File: config.mk
export PLATFORM = sky130hd
export DESIGN_NAME = mul_share_arb
export DESIGN_NICKNAME = d
export VERILOG_FILES = /design/src/rtl/mul_share_arb.sv
export SDC_FILE = /design/constraint.sdc
export NUM_CORES = 1
export LEC_CHECK = 0
export ABC_AREA = 1
export CAP_MARGIN = 20
export CORE_MARGIN = 10
export CORE_UTILIZATION = 24
export CTS_BUF_LIST = sky130_fd_sc_hd__clkbuf_4
export DETAILED_ROUTE_END_ITERATION = 8
export PLACE_DENSITY_LB_ADDON = 0.1
export SYNTH_ARGS = -nofsm -noshare
export SYNTH_HDL_FRONTEND = slang
export SYNTH_SLANG_ARGS = --single-unit
File: constraint.sdc
create_clock -name clk -period 6.4 [get_ports clk]
set_input_delay 1.28 -clock clk [delete_from_list [all_inputs] [get_ports clk]]
set_output_delay 1.28 -clock clk [all_outputs]
set_load 0.05 [all_outputs]
File: src/rtl/mul_share_arb.sv
// mul_share_arb: one 16x16 multiplier shared among NUM_REQ requesters.
// A round-robin arbiter feeds a two-stage pipeline: operand register -> multiply -> product register.
// Each result is returned with the ID of the requester whose operands produced it.

// Combinational 16x16 multiplier, signed or unsigned selected per operation.
module int_mul_16by16 (
   input  logic [15:0] a,
   input  logic [15:0] b,
   input  logic        sign,
   output logic [31:0] p
);
   logic signed [16:0] a_ext;
   logic signed [16:0] b_ext;
   logic signed [33:0] full;

   // One extra bit holds the sign or a zero, so a single signed multiplier covers both modes.
   assign a_ext = {sign & a[15], a};
   assign b_ext = {sign & b[15], b};
   assign full  = a_ext * b_ext;
   assign p     = full[31:0];
endmodule

module mul_share_arb #(
   parameter int NUM_REQ = 4,
   parameter int ID_W    = $clog2(NUM_REQ)
) (
   input  logic                  clk,
   input  logic                  rst_n,
   input  logic [NUM_REQ-1:0]    req,
   input  logic [16*NUM_REQ-1:0] a_in,
   input  logic [16*NUM_REQ-1:0] b_in,
   input  logic [NUM_REQ-1:0]    sign_in,
   output logic [NUM_REQ-1:0]    gnt,
   output logic                  rsp_vld,
   output logic [ID_W-1:0]       rsp_id,
   output logic [31:0]           rsp_out,
   output logic                  busy
);
   logic [15:0]        a_lane [NUM_REQ];
   logic [15:0]        b_lane [NUM_REQ];

   logic [ID_W-1:0]    rr_ptr_reg;
   logic [ID_W-1:0]    rr_ptr_next;
   logic [NUM_REQ-1:0] gnt_raw;
   logic [ID_W-1:0]    gnt_idx;
   logic               gnt_found;
   logic [ID_W:0]      scan_idx;

   logic               s1_vld_reg;
   logic [15:0]        s1_a_reg;
   logic [15:0]        s1_b_reg;
   logic               s1_sign_reg;
   logic [ID_W-1:0]    s1_id_reg;
   logic [31:0]        mul_out;

   logic               rsp_vld_reg;
   logic [ID_W-1:0]    rsp_id_reg;
   logic [31:0]        rsp_out_reg;

   genvar gi;
   generate
      for (gi = 0; gi < NUM_REQ; gi++) begin : g_lane
         assign a_lane[gi] = a_in[16*gi +: 16];
         assign b_lane[gi] = b_in[16*gi +: 16];
      end
   endgenerate

   // Round-robin search: first requester at or above rr_ptr, wrapping modulo NUM_REQ.
   always_comb begin
      gnt_raw   = '0;
      gnt_idx   = '0;
      gnt_found = 1'b0;
      scan_idx  = '0;
      for (int k = 0; k < NUM_REQ; k++) begin
         scan_idx = {1'b0, rr_ptr_reg} + (ID_W+1)'(k);
         if (scan_idx >= (ID_W+1)'(NUM_REQ))
            scan_idx = scan_idx - (ID_W+1)'(NUM_REQ);
         if (!gnt_found && req[scan_idx[ID_W-1:0]]) begin
            gnt_found                   = 1'b1;
            gnt_raw[scan_idx[ID_W-1:0]] = 1'b1;
            gnt_idx                     = scan_idx[ID_W-1:0];
         end
      end
   end

   // The pointer moves just past the winner; it holds when nobody is granted.
   always_comb begin
      rr_ptr_next = rr_ptr_reg;
      if (gnt_found) begin
         if (gnt_idx == ID_W'(NUM_REQ-1))
            rr_ptr_next = '0;
         else
            rr_ptr_next = gnt_idx + ID_W'(1);
      end
   end

   // Grant is masked during reset so no requester believes its operands were taken.
   assign gnt = rst_n ? gnt_raw : '0;

   // Arbiter pointer and operand stage: capture the winner's operands at the grant edge.
   always_ff @(posedge clk or negedge rst_n) begin
      if (!rst_n) begin
         rr_ptr_reg  <= '0;
         s1_vld_reg  <= 1'b0;
         s1_a_reg    <= '0;
         s1_b_reg    <= '0;
         s1_sign_reg <= 1'b0;
         s1_id_reg   <= '0;
      end else begin
         rr_ptr_reg <= rr_ptr_next;
         s1_vld_reg <= gnt_found;
         if (gnt_found) begin
            s1_a_reg    <= a_lane[gnt_idx];
            s1_b_reg    <= b_lane[gnt_idx];
            s1_sign_reg <= sign_in[gnt_idx];
            s1_id_reg   <= gnt_idx;
         end
      end
   end

   int_mul_16by16 u_mul (
      .a    (s1_a_reg),
      .b    (s1_b_reg),
      .sign (s1_sign_reg),
      .p    (mul_out)
   );

   // Product stage: data only updates with a valid op, so it holds when rsp_vld is low.
   always_ff @(posedge clk or negedge rst_n) begin
      if (!rst_n) begin
         rsp_vld_reg <= 1'b0;
         rsp_id_reg  <= '0;
         rsp_out_reg <= '0;
      end else begin
         rsp_vld_reg <= s1_vld_reg;
         if (s1_vld_reg) begin
            rsp_id_reg  <= s1_id_reg;
            rsp_out_reg <= mul_out;
         end
      end
   end

   assign rsp_vld = rsp_vld_reg;
   assign rsp_id  = rsp_id_reg;
   assign rsp_out = rsp_out_reg;
   assign busy    = s1_vld_reg | rsp_vld_reg;
endmodule

==> results of run 1 <==
-- worst max-delay path, stage by stage, from the launching register on --
cell and delay (ns):
dfrtp_2 0.49, buf_4 0.17, buf_12 0.13, nand2_1 0.10, inv_1 0.10, fa_1 0.48
fa_1 0.54, inv_1 0.05, fa_1 0.49, inv_1 0.05, fa_1 0.48, fa_1 0.49
inv_1 0.05, fa_1 0.47, inv_1 0.04, ha_1 0.40, nand2_1 0.14, nor2_1 0.27
inv_1 0.15, o21bai_1 0.29, o21bai_1 0.17, xnor2_1 0.23, o21ai_0 0.12
-- Yosys cell counts, drive strengths merged --
cell,number
o21bai,6
a22oi,2
xor2,6
nand3,110
a21oi,35
fa,282
nor2,69
o211ai,2
nand2,794
nand4,21
clkbuf,72
or2,16
ha,90
nand3b,3
buf,34
xnor2,8
inv,517
a21o,2
dfrtp,73
nor3,8
o21a,1
a31oi,8
o21ai,33
o31ai,2
-- area by class of cell --
| type | instances | area, sq um |
|---|---|---|
| multi-input cells | 1498 | 11640 |
| clock buffers | 11 | 82.58 |
| fillers | 7198 | 46810 |
| inverters | 517 | 1948 |
| well taps | 864 | 1081 |
| flip-flops and latches | 73 | 1852 |
| clock inverters | 3 | 67.56 |
| diodes | 2 | 5.005 |
| repair buffers | 223 | 2147 |
-- placed cells by master, fill, tap and decap left out, types with 2 or more instances in the layout --
master           count
clkbuf_4            11
xnor2_1              8
nor3_1               7
buf_4               45
nand3_2              6
or2_2               16
diode_2              2
nand2_2              5
dfrtp_1             53
ha_1                90
nor2_2               3
nand3_1            104
inv_2                7
nand3b_1             3
nand2_4              5
inv_1              509
xor2_1               6
a21o_1               2
fa_1               282
o211ai_1             2
nand2_1            784
dfrtp_2             20
nor2_4               2
a22oi_1              2
o21bai_1             6
bufinv_16            2
a31oi_1              8
clkdlybuf4s50_1    176
o21ai_0             31
nand4_1             20
o31ai_1              2
a21oi_1             33
nor2_1              63
-- metal layers --
layer  up-vias  wire length, microns  GRT usage (%)
met5         -                     0              0
met4         0                   546          2.453
met3        22                  1535          1.789
met2       174                 28770          27.40
met1      6834                 23210          17.34
li1       6605                     -              -
-- worst max path at each step --
stage	cells after the start	endpoint	slack, ns
floorplan	22	rsp_out[27]	0.82
global placement	19	rsp_out[17]	-0.01
detailed placement	19	rsp_out[17]	0.007
CTS	19	rsp_out[17]	0.10
global route	20	rsp_out[30]	0.006
finish	22	rsp_out[19]	0.35
-- cells by family after synthesis --
family | synth area share, %
buffers and inverters | 15.30
flip-flops | 11.51
AND/OR/NAND/NOR | 26.52
XOR/XNOR | 0.7723
AO/OA/AOI/OAI | 3.262
adder cells (fa/ha/maj) | 42.65
-- stage by stage --
| step | hold slack (ns) | util, % | TNS [ns] | std cells | worst slack [ns] |
|---|---|---|---|---|---|
| 6_report | 0.4907 | 28.68 | 0 | 3191 | 0.3507 |
| 5_1_grt | 0.5321 | 28.68 | 0 | 3191 | 0.005986 |
| 4_1_cts | 0.4945 | 28.53 | 0 | 3186 | 0.1019 |
| 3_5_place_dp | 0.4612 | 28.30 | 0 | 3172 | 0.006803 |
| 3_3_place_gp | 0.4586 | 28.30 | -0.01278 | 3172 | -0.01278 |
| 2_1_floorplan | 0.3519 | - | 0 | 2194 | 0.8234 |
-- timing repair --
| action | 4_1_cts | 5_1_grt |
|---|---|---|
| gates resized for setup | 2 | 22 |
| hold buffers | 0 | 0 |
| buffers inserted | 0 | 2 |
| setup endpoints to repair | 1 | 8 |
==> summary.md, run 1 <==
| Metric | Value |
|---|---|
| Final wirelength | around 54000 microns |
| Worst Hold Path EP | rsp_id[0] |
| Slew margin rel. | 30.88% |
| Synth top area share | between 30% and 40% |
| Placed cell area | between 0.015 and 0.02 sq mm |
| Setup Viol. Count Final | 0 |
| Worst Skew | roughly 0.038 ns |
| Actual slew at the worst max-slew pin | between 1 and 1.5 ns |
| Synth Net Count | 2704 |
| R2r setup slk | roughly 0.35 ns |
| Largest net degree at the start of global routing | approximately 70 |
| # IOs | 178 |
| Clock H-tree levels | 3 |
| Fmax | around 0.17 GHz |
| DR vias | 13640 |
| Die width | about 280 microns |
| CP Capture Type | flop |
| Starting Density | between 20% and 30% |
| Port-buffer cells | ~180 |
| Worst Hold Depth | 2 |
| Final instance area | around 0.019 sq mm |
| First-pass GRT wire length | 87630 microns |
| Maxcap violations | 0 |
| Initial antenna violation count | 2 |
| Syn avg cell area | around 7.2 sq um |
| TritonCTS Buffers | 9 |
| Status | finished, final reports clean |
| Synth-to-Final Area Change | 18.54% |
| Reg clk slew, reported paths | between 0.1 and 0.15 ns |
| Clock root cell | clkbuf_4 |
| Mapped Cells | around 2200 |
| TritonRoute pass-1 iters | 5 |
| Layout cells sized above 1 | under 10% |
| Vias in the first global route | 15170 |
| HPWL after DPL | 45200 microns |
| Worst setup startpoint | s1_b_reg[2] |
| Worst path required time | just under 7 ns |
| R2r worst-path depth | 22 |
| Total GRT Usage | between 10 and 15% |
| Routed len/inst | between 15 and 20 microns |
| Skew-Pair Late Insertion Delay | 0.57 ns |
| Sequential cell area fraction in the yosys report | approximately 12% |
| FF-to-FF Start | s1_b_reg[2] |
| CTS sink cnt | 73 |
| Min cycle time layout | 6.049 ns |
| Die height | 277.2 microns |
| Die Area | 0.07685 sq mm |
| Critical Setup Path Class | flop to flop |
| Antenna viol nets, final | 0 |
| WP data arrival | ~6.5 ns |
| CP Launch Type | flop |
| Vias per inst | 4.273 |
| Worst reg2reg endpoint | rsp_out[19] |
| Crit path max fanout | 5 |
| Row cnt | 94 |
| Mapped Area | 0.01588 sq mm |
| Fin. Hold Viols | 0 |
| Ranking of synthesized cells by area | fa_1 (36%), nand2_1 (19%), inv_1 (12%) |
| Worst hold path type | flop to flop |
| Nets | between 2000 and 3000 |
| RSZ-0062 raised after global routing | false |
| Synth cell types | 39 |
| Synth Register Bits | 73 |
| DRC | 0 |
| Longest Clk Path Bufs | 2 |
| Slew Limit Fails | 0 |
| Final period util | 94.52% |
| Synth warnings | 0 |
| Initial DRC count | 697 |
| Area leader, netlist | fa_1 |
| TritonCTS clock tree | built |
| Placer Congestion | 0.8425 |
| Core area | ~0.066 sq mm |
| Flip-flop count of the largest register after layout | 32 |
| GRT overflow | 0 |
| Worst Min Path Start | rsp_id[0] |
Power of run 1 is left out: the tool's default activity adds up to more than one toggle a clock period on the data nets, which glitch-free logic cannot reach.
==> inputs of run 2 (changes only) <==
CORE_UTILIZATION = 46   (was 24)
==> run 2 against run 1 <==
Effect of this change:
- flip-flop and latch count stayed put
- non-clock buffer count is 7 lower
- sequential share of layout area is 0.18 points higher
- global-route usage is 7.9 points higher
- first-iteration DRC count is 36% higher
- cell count is 13% lower
- register-to-register slack hardly changed
- critical path depth is 2 lower
- fmax is 0.11% lower
- largest cell class unchanged
==> summary.md, run 2 (synthesis results as in run 1) <==
| Metric | Value |
|---|---|
| Core area | 0.03378 sq mm (-49%) |
| Row cnt | 67 (-29%) |
| CTS sink cnt | 73 (unchanged) |
| Fin. Hold Viols | 0 (unchanged) |
| Flip-flop count of the largest register after layout | 32 (unchanged) |
| Critical Setup Path Class | flop to flop |
| Slew margin rel. | 34.15% (+3.3 points) |
| Longest Clk Path Bufs | 2 (unchanged) |
| CP Capture Type | flop |
| DR vias | 13760 (+0.89%) |
| Placer Congestion | 0.9269 (+10%) |
| R2r worst-path depth | 20 (-9.1%) |
| Largest net degree at the start of global routing | 68 (-1.4%) |
| Clock root cell | clkbuf_4 |
| Crit-path cells | nand2_1, inv_1, fa_1, fa_1, clkinvlp_4, fa_1, fa_1, fa_1, fa_1, inv_1, ha_1, nand2_1, nor2_2, nand2_1, nor3_1, nand2_1, nand2_1, nand3_1, nand3_1, nand2_1 |
| Maxcap violations | 0 (unchanged) |
| Port-buffer cells | 177 (unchanged) |
| Min cycle time layout | 6.056 ns (+0.006523 ns) |
| HPWL after DPL | 37890 microns (-16%) |
| Starting Density | 47.00% (+23 points) |
| RSZ-0062 raised after global routing | false |
| GRT overflow | 0 (unchanged) |
| Total GRT Usage | 22.37% (+7.9 points) |
| Vias per inst | 4.968 (+16%) |
| Worst hold path type | flop to flop |
| Final wirelength | 44860 microns (-17%) |
| Worst Hold Path EP | rsp_out[1] |
| Worst reg2reg endpoint | rsp_out[31] |
| Commonest non-fill, non-tap cells in the layout | nand2_1 (784), inv_1 (507), fa_1 (282) |
| Actual slew at the worst max-slew pin | 0.9867 ns (-0.04778 ns) |
| Placed cell area | 0.01805 sq mm (-2.8%) |
| Routed len/inst | 16.20 microns (-4.4%) |
| Commonest non-fill, non-tap cell in the layout | nand2_1 |
| Clock H-tree levels | 3 (unchanged) |
| Worst Hold Depth | 2 (unchanged) |
| Post-CTS sizing | 0 (-2) |
| Crit path max fanout | 9 (+4) |
| Status | finished, final reports clean |
| CP Launch Type | flop |
| TritonCTS Buffers | 9 (unchanged) |
| First-pass GRT wire length | 75390 microns (-14%) |
| Slowest-stage cell, CP | dfrtp_1 |
| Worst path required time | 6.78 ns (-0.04 ns) |
| Die Area | 0.04235 sq mm (-45%) |
| Hold buffers post-CTS | 0 (unchanged) |
| Crit-path max cell delay | 0.66 ns (+0.12 ns) |
| Setup Viol. Count Final | 0 (unchanged) |
| Reg clk slew, reported paths | 0.15 ns (+0.02 ns) |
| Synth-to-Final Area Change | 14.95% |
| Nets | 2825 (-0.25%) |
| Skew-Pair Late Insertion Delay | 0.47 ns (-0.10 ns) |
| Die height | 205.8 microns (-26%) |
| DRC | 0 (unchanged) |
| Fmax | 0.1651 GHz (-0.11%) |
| TritonCTS clock tree | built |
| Slew Limit Fails | 0 (unchanged) |
| R2r setup slk | 0.34 ns (about the same) |
| Antenna viol nets, final | 0 (unchanged) |
| Worst Min Path Start | rsp_out[1] |
| Vias in the first global route | 14650 (-3.4%) |
| Initial antenna violation count | 1 (-1) |
| Worst Skew | 0.01912 ns (-0.01894 ns) |
| Initial DRC count | 949 (+36%) |
| TritonRoute pass-1 iters | 5 (unchanged) |
| Die width | 205.8 microns (-26%) |
| FF-to-FF Start | s1_b_reg[5] |
| Final period util | 94.62% (+0.10 points) |
| # IOs | 178 (unchanged) |
| Setup_tns | 0 ns (unchanged) |
| WP data arrival | 6.44 ns (-0.03 ns) |
| Layout cells sized above 1 | 4.655% (-1.0 points) |
| Final instance area | 0.01825 sq mm (-3.0%) |
| Post-CTS Setup Bufs | 0 (unchanged) |
==> run 2: layout make-up <==
type	count	area, sq um
diodes	1	2.502
clock buffers	10	75.07
clock inverters	6	106.4
fillers	3391	15530
inverters	517	1952
multi-input cells	1498	11630
flip-flops and latches	73	1828
well taps	448	560.5
repair buffers	216	2095
==> run 2: metrics by stage <==
step | std cells | utilization, % | setup slack, ns | hold slack [ns]
after floorplan | 2194 | - | 0.8234 | 0.3519
after global placement | 2751 | 53.35 | 0.2379 | 0.4614
after detailed placement | 2752 | 53.44 | 0.2589 | 0.4694
after CTS | 2768 | 53.97 | 0.2315 | 0.4996
after global routing | 2769 | 54.02 | 0.005238 | 0.5104
final | 2769 | 54.02 | 0.3441 | 0.4928
==> run 2: worst max-delay path by stage <==
stage	from	endpoint	slack, ns	cells past startpoint
after floorplan	s1_a_reg[15]	rsp_out[27]	0.82	22
after global placement	s1_b_reg[7]	rsp_out[31]	0.24	20
after detailed placement	s1_sign_reg	rsp_out[31]	0.26	22
after CTS	s1_sign_reg	rsp_out[31]	0.23	22
after global routing	s1_b_reg[5]	rsp_out[31]	0.005	20
final	s1_b_reg[5]	rsp_out[31]	0.34	20
==> run 2: layer usage <==
layer	part of all wire [%]	track usage [%]	wire length [microns]
met2	53	41.54	23880
met4	2.3	5.708	1052
met3	4.5	2.249	2001
met1	40	27.00	17930
met5	0	0	0
==> run 2: worst max-delay path: cells and delay by family (launching register included) <==
kind / cells / cell delay [ns]
buffers and inverters: 3 / 0.42
flip-flops: 1 / 0.66
AND/OR/NAND/NOR: 10 / 1.37
adder cells (fa/ha/maj): 7 / 3.49
Power of run 2 is left out for the same reason.
